## config.mk

```make
export PLATFORM = sky130hd
export DESIGN_NAME = move_commit_flat
export DESIGN_NICKNAME = d
export VERILOG_FILES = /design/src/rtl/move_commit_if.sv /design/src/rtl/move_commit.sv /design/src/flat_wrapper.sv
export SDC_FILE = /design/constraint.sdc
export NUM_CORES = 1
export LEC_CHECK = 0
export CORE_UTILIZATION = 60
export CTS_CLUSTER_DIAMETER = 120
export DETAILED_ROUTE_END_ITERATION = 12
export DONT_BUFFER_PORTS = 1
export GPL_TIMING_DRIVEN = 0
export PLACE_DENSITY = 0.76
export SETUP_SLACK_MARGIN = 0.05
export SKIP_LAST_GASP = 1
export SYNTH_ARGS = -nofsm -noshare
export SYNTH_HDL_FRONTEND = slang
export SYNTH_SLANG_ARGS = --single-unit
export TNS_END_PERCENT = 1
```

## constraint.sdc

```tcl
create_clock -name clk -period 8 [get_ports clk]
set_input_delay 1.6 -clock clk [delete_from_list [all_inputs] [get_ports clk]]
set_output_delay 1.6 -clock clk [all_outputs]
set_load 0.02 [all_outputs]
```

## src/rtl/move_commit_if.sv

```systemverilog
// Request/response and board-read signals of the move_commit turn-execution block.
// slave is the move_commit side; master is the driving side.
interface move_commit_if #(
  parameter int unsigned CW = 4,
  parameter int unsigned NW = 9
);
  logic          place_req;
  logic [CW-1:0] place_x;
  logic [CW-1:0] place_y;
  logic [1:0]    color;
  logic          clear_board;
  logic          busy;
  logic          accept;
  logic          reject;
  logic          switch_turn;
  logic [CW-1:0] last_x;
  logic [CW-1:0] last_y;
  logic [NW-1:0] move_count;
  logic          board_full;
  logic [CW-1:0] rd_x;
  logic [CW-1:0] rd_y;
  logic [1:0]    rd_data;

  modport slave (
    input  place_req, place_x, place_y, color, clear_board, rd_x, rd_y,
    output busy, accept, reject, switch_turn, last_x, last_y, move_count,
           board_full, rd_data
  );

  modport master (
    output place_req, place_x, place_y, color, clear_board, rd_x, rd_y,
    input  busy, accept, reject, switch_turn, last_x, last_y, move_count,
           board_full, rd_data
  );
endinterface

```

## src/rtl/move_commit.sv

```systemverilog
// Validates and commits a placement into the board store, then pulses switch_turn
// to the player-switch block. Owns the board memory and its combinational read port.
module move_commit #(
  parameter int unsigned BOARD_W = 16,
  parameter int unsigned BOARD_H = 16,
  parameter int unsigned CW      = 4,
  parameter int unsigned NW      = 9
) (
  input  logic        clk,
  input  logic        resetn,
  move_commit_if.slave bus
);

  localparam int unsigned CELLS = BOARD_W * BOARD_H;
  localparam int unsigned IW    = (CELLS > 1) ? $clog2(CELLS) : 1;

  localparam logic [IW-1:0] LAST_IDX = IW'(CELLS - 1);
  localparam logic [NW-1:0] FULL_CNT = NW'(CELLS);

  localparam logic [2:0] ST_CLEAR  = 3'd0;
  localparam logic [2:0] ST_IDLE   = 3'd1;
  localparam logic [2:0] ST_CHECK  = 3'd2;
  localparam logic [2:0] ST_SWITCH = 3'd3;
  localparam logic [2:0] ST_DONE   = 3'd4;

  function automatic logic in_board(input logic [CW-1:0] x, input logic [CW-1:0] y);
    return (32'(x) < BOARD_W) && (32'(y) < BOARD_H);
  endfunction

  // Out-of-board coordinates map to index 0 so the store is never overrun.
  function automatic logic [IW-1:0] cell_idx(input logic [CW-1:0] x, input logic [CW-1:0] y);
    if (!in_board(x, y)) return '0;
    return IW'(32'(y) * BOARD_W + 32'(x));
  endfunction

  logic [1:0]    mem_q [CELLS];

  logic [2:0]    state_q, state_d;
  logic [IW-1:0] clr_idx_q, clr_idx_d;
  logic [CW-1:0] req_x_q, req_x_d;
  logic [CW-1:0] req_y_q, req_y_d;
  logic [1:0]    req_color_q, req_color_d;
  logic          accept_q, accept_d;
  logic          reject_q, reject_d;
  logic          switch_turn_q, switch_turn_d;
  logic [CW-1:0] last_x_q, last_x_d;
  logic [CW-1:0] last_y_q, last_y_d;
  logic [NW-1:0] move_count_q, move_count_d;

  logic          board_full;
  logic [IW-1:0] req_idx;
  logic          color_ok;
  logic          move_ok;
  logic          mem_we;
  logic [IW-1:0] mem_waddr;
  logic [1:0]    mem_wdata;

  assign board_full = (move_count_q == FULL_CNT);
  assign req_idx    = cell_idx(req_x_q, req_y_q);
  assign color_ok   = (req_color_q == 2'b01) || (req_color_q == 2'b10);
  assign move_ok    = in_board(req_x_q, req_y_q) && color_ok &&
                      (mem_q[req_idx] == 2'b00) && !board_full;

  always_comb begin
    state_d       = state_q;
    clr_idx_d     = clr_idx_q;
    req_x_d       = req_x_q;
    req_y_d       = req_y_q;
    req_color_d   = req_color_q;
    accept_d      = 1'b0;
    reject_d      = 1'b0;
    switch_turn_d = 1'b0;
    last_x_d      = last_x_q;
    last_y_d      = last_y_q;
    move_count_d  = move_count_q;
    mem_we        = 1'b0;
    mem_waddr     = clr_idx_q;
    mem_wdata     = 2'b00;

    case (state_q)
      ST_CLEAR: begin
        mem_we       = 1'b1;
        move_count_d = '0;
        last_x_d     = '0;
        last_y_d     = '0;
        if (clr_idx_q == LAST_IDX) begin
          clr_idx_d = '0;
          state_d   = ST_IDLE;
        end else begin
          clr_idx_d = clr_idx_q + 1'b1;
        end
      end

      ST_IDLE: begin
        if (bus.clear_board) begin
          clr_idx_d = '0;
          state_d   = ST_CLEAR;
        end else if (bus.place_req) begin
          req_x_d     = bus.place_x;
          req_y_d     = bus.place_y;
          req_color_d = bus.color;
          state_d     = ST_CHECK;
        end
      end

      // CHECK spans two cycles: the first commits or refuses, the second is the
      // cycle in which the accept/reject pulse is visible before moving on.
      ST_CHECK: begin
        if (accept_q || reject_q) begin
          switch_turn_d = accept_q;
          state_d       = accept_q ? ST_SWITCH : ST_IDLE;
        end else if (move_ok) begin
          mem_we       = 1'b1;
          mem_waddr    = req_idx;
          mem_wdata    = req_color_q;
          accept_d     = 1'b1;
          move_count_d = move_count_q + 1'b1;
          last_x_d     = req_x_q;
          last_y_d     = req_y_q;
        end else begin
          reject_d = 1'b1;
        end
      end

      ST_SWITCH: state_d = ST_DONE;

      ST_DONE: state_d = ST_IDLE;

      default: begin
        clr_idx_d = '0;
        state_d   = ST_CLEAR;
      end
    endcase
  end

  always_ff @(posedge clk or negedge resetn) begin
    if (!resetn) begin
      state_q       <= ST_CLEAR;
      clr_idx_q     <= '0;
      req_x_q       <= '0;
      req_y_q       <= '0;
      req_color_q   <= 2'b00;
      accept_q      <= 1'b0;
      reject_q      <= 1'b0;
      switch_turn_q <= 1'b0;
      last_x_q      <= '0;
      last_y_q      <= '0;
      move_count_q  <= '0;
    end else begin
      state_q       <= state_d;
      clr_idx_q     <= clr_idx_d;
      req_x_q       <= req_x_d;
      req_y_q       <= req_y_d;
      req_color_q   <= req_color_d;
      accept_q      <= accept_d;
      reject_q      <= reject_d;
      switch_turn_q <= switch_turn_d;
      last_x_q      <= last_x_d;
      last_y_q      <= last_y_d;
      move_count_q  <= move_count_d;
    end
  end

  // Board store has no reset; the CLEAR sweep initialises it.
  always_ff @(posedge clk) begin
    if (mem_we) mem_q[mem_waddr] <= mem_wdata;
  end

  always_comb begin
    bus.rd_data = 2'b00;
    if (state_q != ST_CLEAR && in_board(bus.rd_x, bus.rd_y))
      bus.rd_data = mem_q[cell_idx(bus.rd_x, bus.rd_y)];
  end

  assign bus.busy        = (state_q != ST_IDLE);
  assign bus.accept      = accept_q;
  assign bus.reject      = reject_q;
  assign bus.switch_turn = switch_turn_q;
  assign bus.last_x      = last_x_q;
  assign bus.last_y      = last_y_q;
  assign bus.move_count  = move_count_q;
  assign bus.board_full  = board_full;

endmodule
```

## src/flat_wrapper.sv

```systemverilog
// flat-port wrapper written by rule: the top's interface ports become plain ports
module move_commit_flat 
#(
  parameter int unsigned BOARD_W = 16,
  parameter int unsigned BOARD_H = 16,
  parameter int unsigned CW      = 4,
  parameter int unsigned NW      = 9
)
  (clk, resetn, bus_place_req, bus_place_x, bus_place_y, bus_color, bus_clear_board, bus_rd_x, bus_rd_y, bus_busy, bus_accept, bus_reject, bus_switch_turn, bus_last_x, bus_last_y, bus_move_count, bus_board_full, bus_rd_data);
  move_commit_if #(.CW(CW), .NW(NW)) bus_i ();
  input  logic clk;
  input  logic resetn;
  input wire logic [$bits(bus_i.place_req)-1:0] bus_place_req;
  input wire logic [$bits(bus_i.place_x)-1:0] bus_place_x;
  input wire logic [$bits(bus_i.place_y)-1:0] bus_place_y;
  input wire logic [$bits(bus_i.color)-1:0] bus_color;
  input wire logic [$bits(bus_i.clear_board)-1:0] bus_clear_board;
  input wire logic [$bits(bus_i.rd_x)-1:0] bus_rd_x;
  input wire logic [$bits(bus_i.rd_y)-1:0] bus_rd_y;
  output wire logic [$bits(bus_i.busy)-1:0] bus_busy;
  output wire logic [$bits(bus_i.accept)-1:0] bus_accept;
  output wire logic [$bits(bus_i.reject)-1:0] bus_reject;
  output wire logic [$bits(bus_i.switch_turn)-1:0] bus_switch_turn;
  output wire logic [$bits(bus_i.last_x)-1:0] bus_last_x;
  output wire logic [$bits(bus_i.last_y)-1:0] bus_last_y;
  output wire logic [$bits(bus_i.move_count)-1:0] bus_move_count;
  output wire logic [$bits(bus_i.board_full)-1:0] bus_board_full;
  output wire logic [$bits(bus_i.rd_data)-1:0] bus_rd_data;
  assign bus_i.place_req = bus_place_req;
  assign bus_i.place_x = bus_place_x;
  assign bus_i.place_y = bus_place_y;
  assign bus_i.color = bus_color;
  assign bus_i.clear_board = bus_clear_board;
  assign bus_i.rd_x = bus_rd_x;
  assign bus_i.rd_y = bus_rd_y;
  assign bus_busy = bus_i.busy;
  assign bus_accept = bus_i.accept;
  assign bus_reject = bus_i.reject;
  assign bus_switch_turn = bus_i.switch_turn;
  assign bus_last_x = bus_i.last_x;
  assign bus_last_y = bus_i.last_y;
  assign bus_move_count = bus_i.move_count;
  assign bus_board_full = bus_i.board_full;
  assign bus_rd_data = bus_i.rd_data;
  move_commit #(.BOARD_W(BOARD_W), .BOARD_H(BOARD_H), .CW(CW), .NW(NW)) u_core (.clk(clk), .resetn(resetn), .bus(bus_i));
endmodule
```

==> out/qor.yml <==
worst_clock_skew_ns: 0.0251
synth_ff_type: "edfxtp_1"
rr_endpoint: "u_core.mem_q[247][0]$_DFFE_PP_"
synth_cell_types: 74
swShare: 0.385
clock_latency_ns: 0.65
die-width_um: 213
synth_nets: 1925
tns_ns: -0.0193
rrSetupSlack_ns: 0.86
port_buffers: 0
final_common_cell: "edfxtp_1"
yosysTopAreaCell: "edfxtp_1"
p_leak_nw: 8.72
critPathMaxFanout: 10
timing.fmax_mhz: 125
final.setup.worst_slack_ns: -0.0101
clkSinkCount: 553
rsz0062_at_grt: "no"
holdPathStages: 1
yosysWarningCount: 0
syn_area_um2: 26800
routed_wl_mm: 93.9
worstMarginPinSlew_ns: 1.53
cp.arrival_ns: 6.41
reg2regPathDepth: 13
comb_power_share: 0.314
p_total_mw: 8.66
peakVddDrop_v: 0.000194
clockBufferDepth: 3
maxCapViolations: 2
cts-root-buf: "clkbuf_16"
grt_first_pass_wirelength_mm: 132
cts_tree: "yes"
maxSlewViolCount: 22
grt_pass1_vias: 19400
place.gp.congestion: 1.01
critPathCaptureType: "output port"
power_density_nw_per_um2: 295
syn_avg_cell_area_um2: 14.1
path_buf_inv: 3
cp-start-kind: "primary input"
slowest_delay_ns: 1.13
path_cells: "clkbuf_1 -> buf_1 -> clkbuf_1 -> mux4_2 -> mux4_2 -> mux4_2 -> mux2i_1 -> a211oi_1"
hold_class: "reg -> reg"
synth.ff_latch_count: 553
initial_core_util: 0.607
placed_cells: 2496
cts.clk_slew.worst_paths_ns: 0.06
layout_common_cells: "512 x edfxtp_1, 348 x nor2_1, 176 x mux4_2, 134 x nor3_1, 90 x a21oi_1"
avgViaCountPerCell: 7.60
cts_resized: 0
antenna_found_initial: 4
ys_async_sr_fraction: 0.0741
reg2reg_from: "u_core.req_x_q[2]$_DFFE_PN0P_"
period_share: 1.00
drtIter0Drc: 3898
synth_cells: 1900
ios: 46
drive_gt1_frac: 0.189
clockPowerShare: 0.297
num_vias: 19800
final_antenna_net_count: 0
post-synth-top-area-fraction: 0.574
min_period_ns: 8.01
core_area_um2: 44100
wl_per_cell_um: 36.1
violations: "max-capacitance violations, max-slew violations, negative setup slack"
die_y_um: 213
row_count: 77
synth_area_leaders: "edfxtp_1 57%, mux4_2 15%, nor2_1 4.9%"
path_depth: 8
cpMostUsedCell: "mux4_2"
crit_type: "in -> out"
seq_area_frac_synth: 0.613
crit_path_start: "bus_rd_x[1]"
synthToLayoutAreaGrowth_pct: 9.79
first_pass_iters: 8
outcome: "complete, but fails checks"
nFillCells: 3217
seqPwrFrac: 0.388
synth-edff-count: 512
slowest_stage: "buf_1"
final_cells: 2601
cts_hold_buffers: 0
grt_max_degree: 96
post_cts_buffers: 0
drc: 0
p_int_mw: 5.33
overflow: 0
required_ns: 6.40
dp_hpwl_mm: 63.6
finalNetCount: 1987
grt_usage: 0.423
switchingPower_mw: 3.33
dieArea_um2: 45500
cts_made_buffers: 55
cp_top_family: "buffers and inverters"
cp-endpoint: "bus_rd_data[0]"
setup_viol: 2
hold_viol_final: 0
max_slew_margin: -0.0223
ctsHtreeMaxLevel: 2
## worst min-delay path by stage
| stage | from | to | slack, ns |
|---|---|---|---|
| 3_3_place_gp | u_core.req_color_q[1]$_DFFE_PN0P_ | u_core.req_color_q[1]$_DFFE_PN0P_ | 0.53 |
| 3_5_place_dp | u_core.req_color_q[1]$_DFFE_PN0P_ | u_core.req_color_q[1]$_DFFE_PN0P_ | 0.54 |
| 4_1_cts | u_core.req_color_q[1]$_DFFE_PN0P_ | u_core.req_color_q[1]$_DFFE_PN0P_ | 0.56 |
| 5_1_grt | u_core.req_color_q[1]$_DFFE_PN0P_ | u_core.req_color_q[1]$_DFFE_PN0P_ | 0.59 |
| 6_report | u_core.req_color_q[1]$_DFFE_PN0P_ | u_core.req_color_q[1]$_DFFE_PN0P_ | 0.56 |
| 2_1_floorplan | u_core.req_color_q[1]$_DFFE_PN0P_ | u_core.req_color_q[1]$_DFFE_PN0P_ | 0.52 |
## cell type report
class	instances	area, um^2	share of cell area
antenna	1	2.50	0.0000852
tap	592	741	0.0252
clock inverter	33	303	0.0103
clock buffer	70	1450	0.0495
buffer	146	658	0.0224
timing repair buffer	5	115	0.00392
inverter	15	56.3	0.00192
sequential	553	16400	0.558
multi-input combinational	1186	9650	0.329
## kinds of logic after synthesis
kind of cell             after synthesis  synth area share
buffers and inverters                161            0.0267
AO/OA/AOI/OAI                        307            0.0814
AND/OR/NAND/NOR                      656             0.111
flip-flops                           553             0.613
XOR/XNOR                               1          0.000327
adder cells (fa/ha/maj)                3           0.00140
multiplexers                         219             0.166
## cell usage after synthesis (11+ instances only)
master / number
clkbuf_1: 71
nand2b_1: 18
o21ba_1: 13
o21ai_0: 29
edfxtp_1: 512
mux2i_1: 20
o21ba_2: 26
o31a_1: 11
nor3_1: 134
or3_1: 15
nand3_1: 20
nor4_1: 14
nor2_1: 348
o31ai_1: 19
mux2_2: 11
mux4_2: 176
a21oi_1: 90
a211oi_1: 47
buf_2: 49
mux2i_2: 12
and2_1: 17
nand2_1: 46
dfrtp_1: 41
inv_1: 11
buf_1: 18
## flip-flops by register name (all words and copies together), names as in the netlist
name and cells:
u_core.clr_idx_q 8, u_core.req_x_q 4, u_core.state_q 3, u_core.req_y_q 4, u_core.mem_q 512, u_core.bus.last_x 4
u_core.bus.accept 1, u_core.bus.switch_turn 1, u_core.bus.last_y 4, u_core.bus.move_count 9, u_core.req_color_q 2, u_core.bus.reject 1
## power groups by stage
stage	clock, mW	sequential, mW	combinational (mW)
detailed placement	0	3.42	2.50
floorplan	0	3.41	1.31
global route	2.67	3.37	2.67
global placement	0	3.46	2.46
CTS	2.55	3.36	2.51
finish	2.57	3.36	2.72
## per-stage QoR
stage                     utilization  hold WS [ns]  area (um^2)  worst slack [ns]
final                           0.666         0.556        29400           -0.0101
after global routing            0.666         0.595        29400             0.317
after CTS                       0.666         0.558        29400             0.340
after detailed placement        0.626         0.544        27600             0.327
after global placement          0.623         0.532        27500             -4.86
after floorplan                     -         0.515        26800              1.22
## per-layer routing
| layer | wire, um | GRT usage | vias to the layer above | share of wire |
|---|---|---|---|---|
| met5 | 19 | 0 | - | 0.00020 |
| met4 | 7770 | 0.286 | 2 | 0.083 |
| met3 | 15900 | 0.177 | 481 | 0.17 |
| met2 | 40300 | 0.609 | 1981 | 0.43 |
| met1 | 29900 | 0.521 | 9696 | 0.32 |
| li1 | - | - | 7607 | - |
## worst register-to-register path, stage by stage, from the launching register on
cell and delay (ns):
dfrtp_1 0.44, buf_2 0.42, buf_1 1.16, buf_1 0.84
mux4_2 0.49, nand4_1 0.12, o311ai_0 0.13, a2111oi_1 1.02
o211ai_2 0.23, buf_2 0.27, clkbuf_1 0.30, inv_1 0.17
and2_4 0.75, buf_16 0.42
No activity file was read; power rests on OpenSTA's default activity.
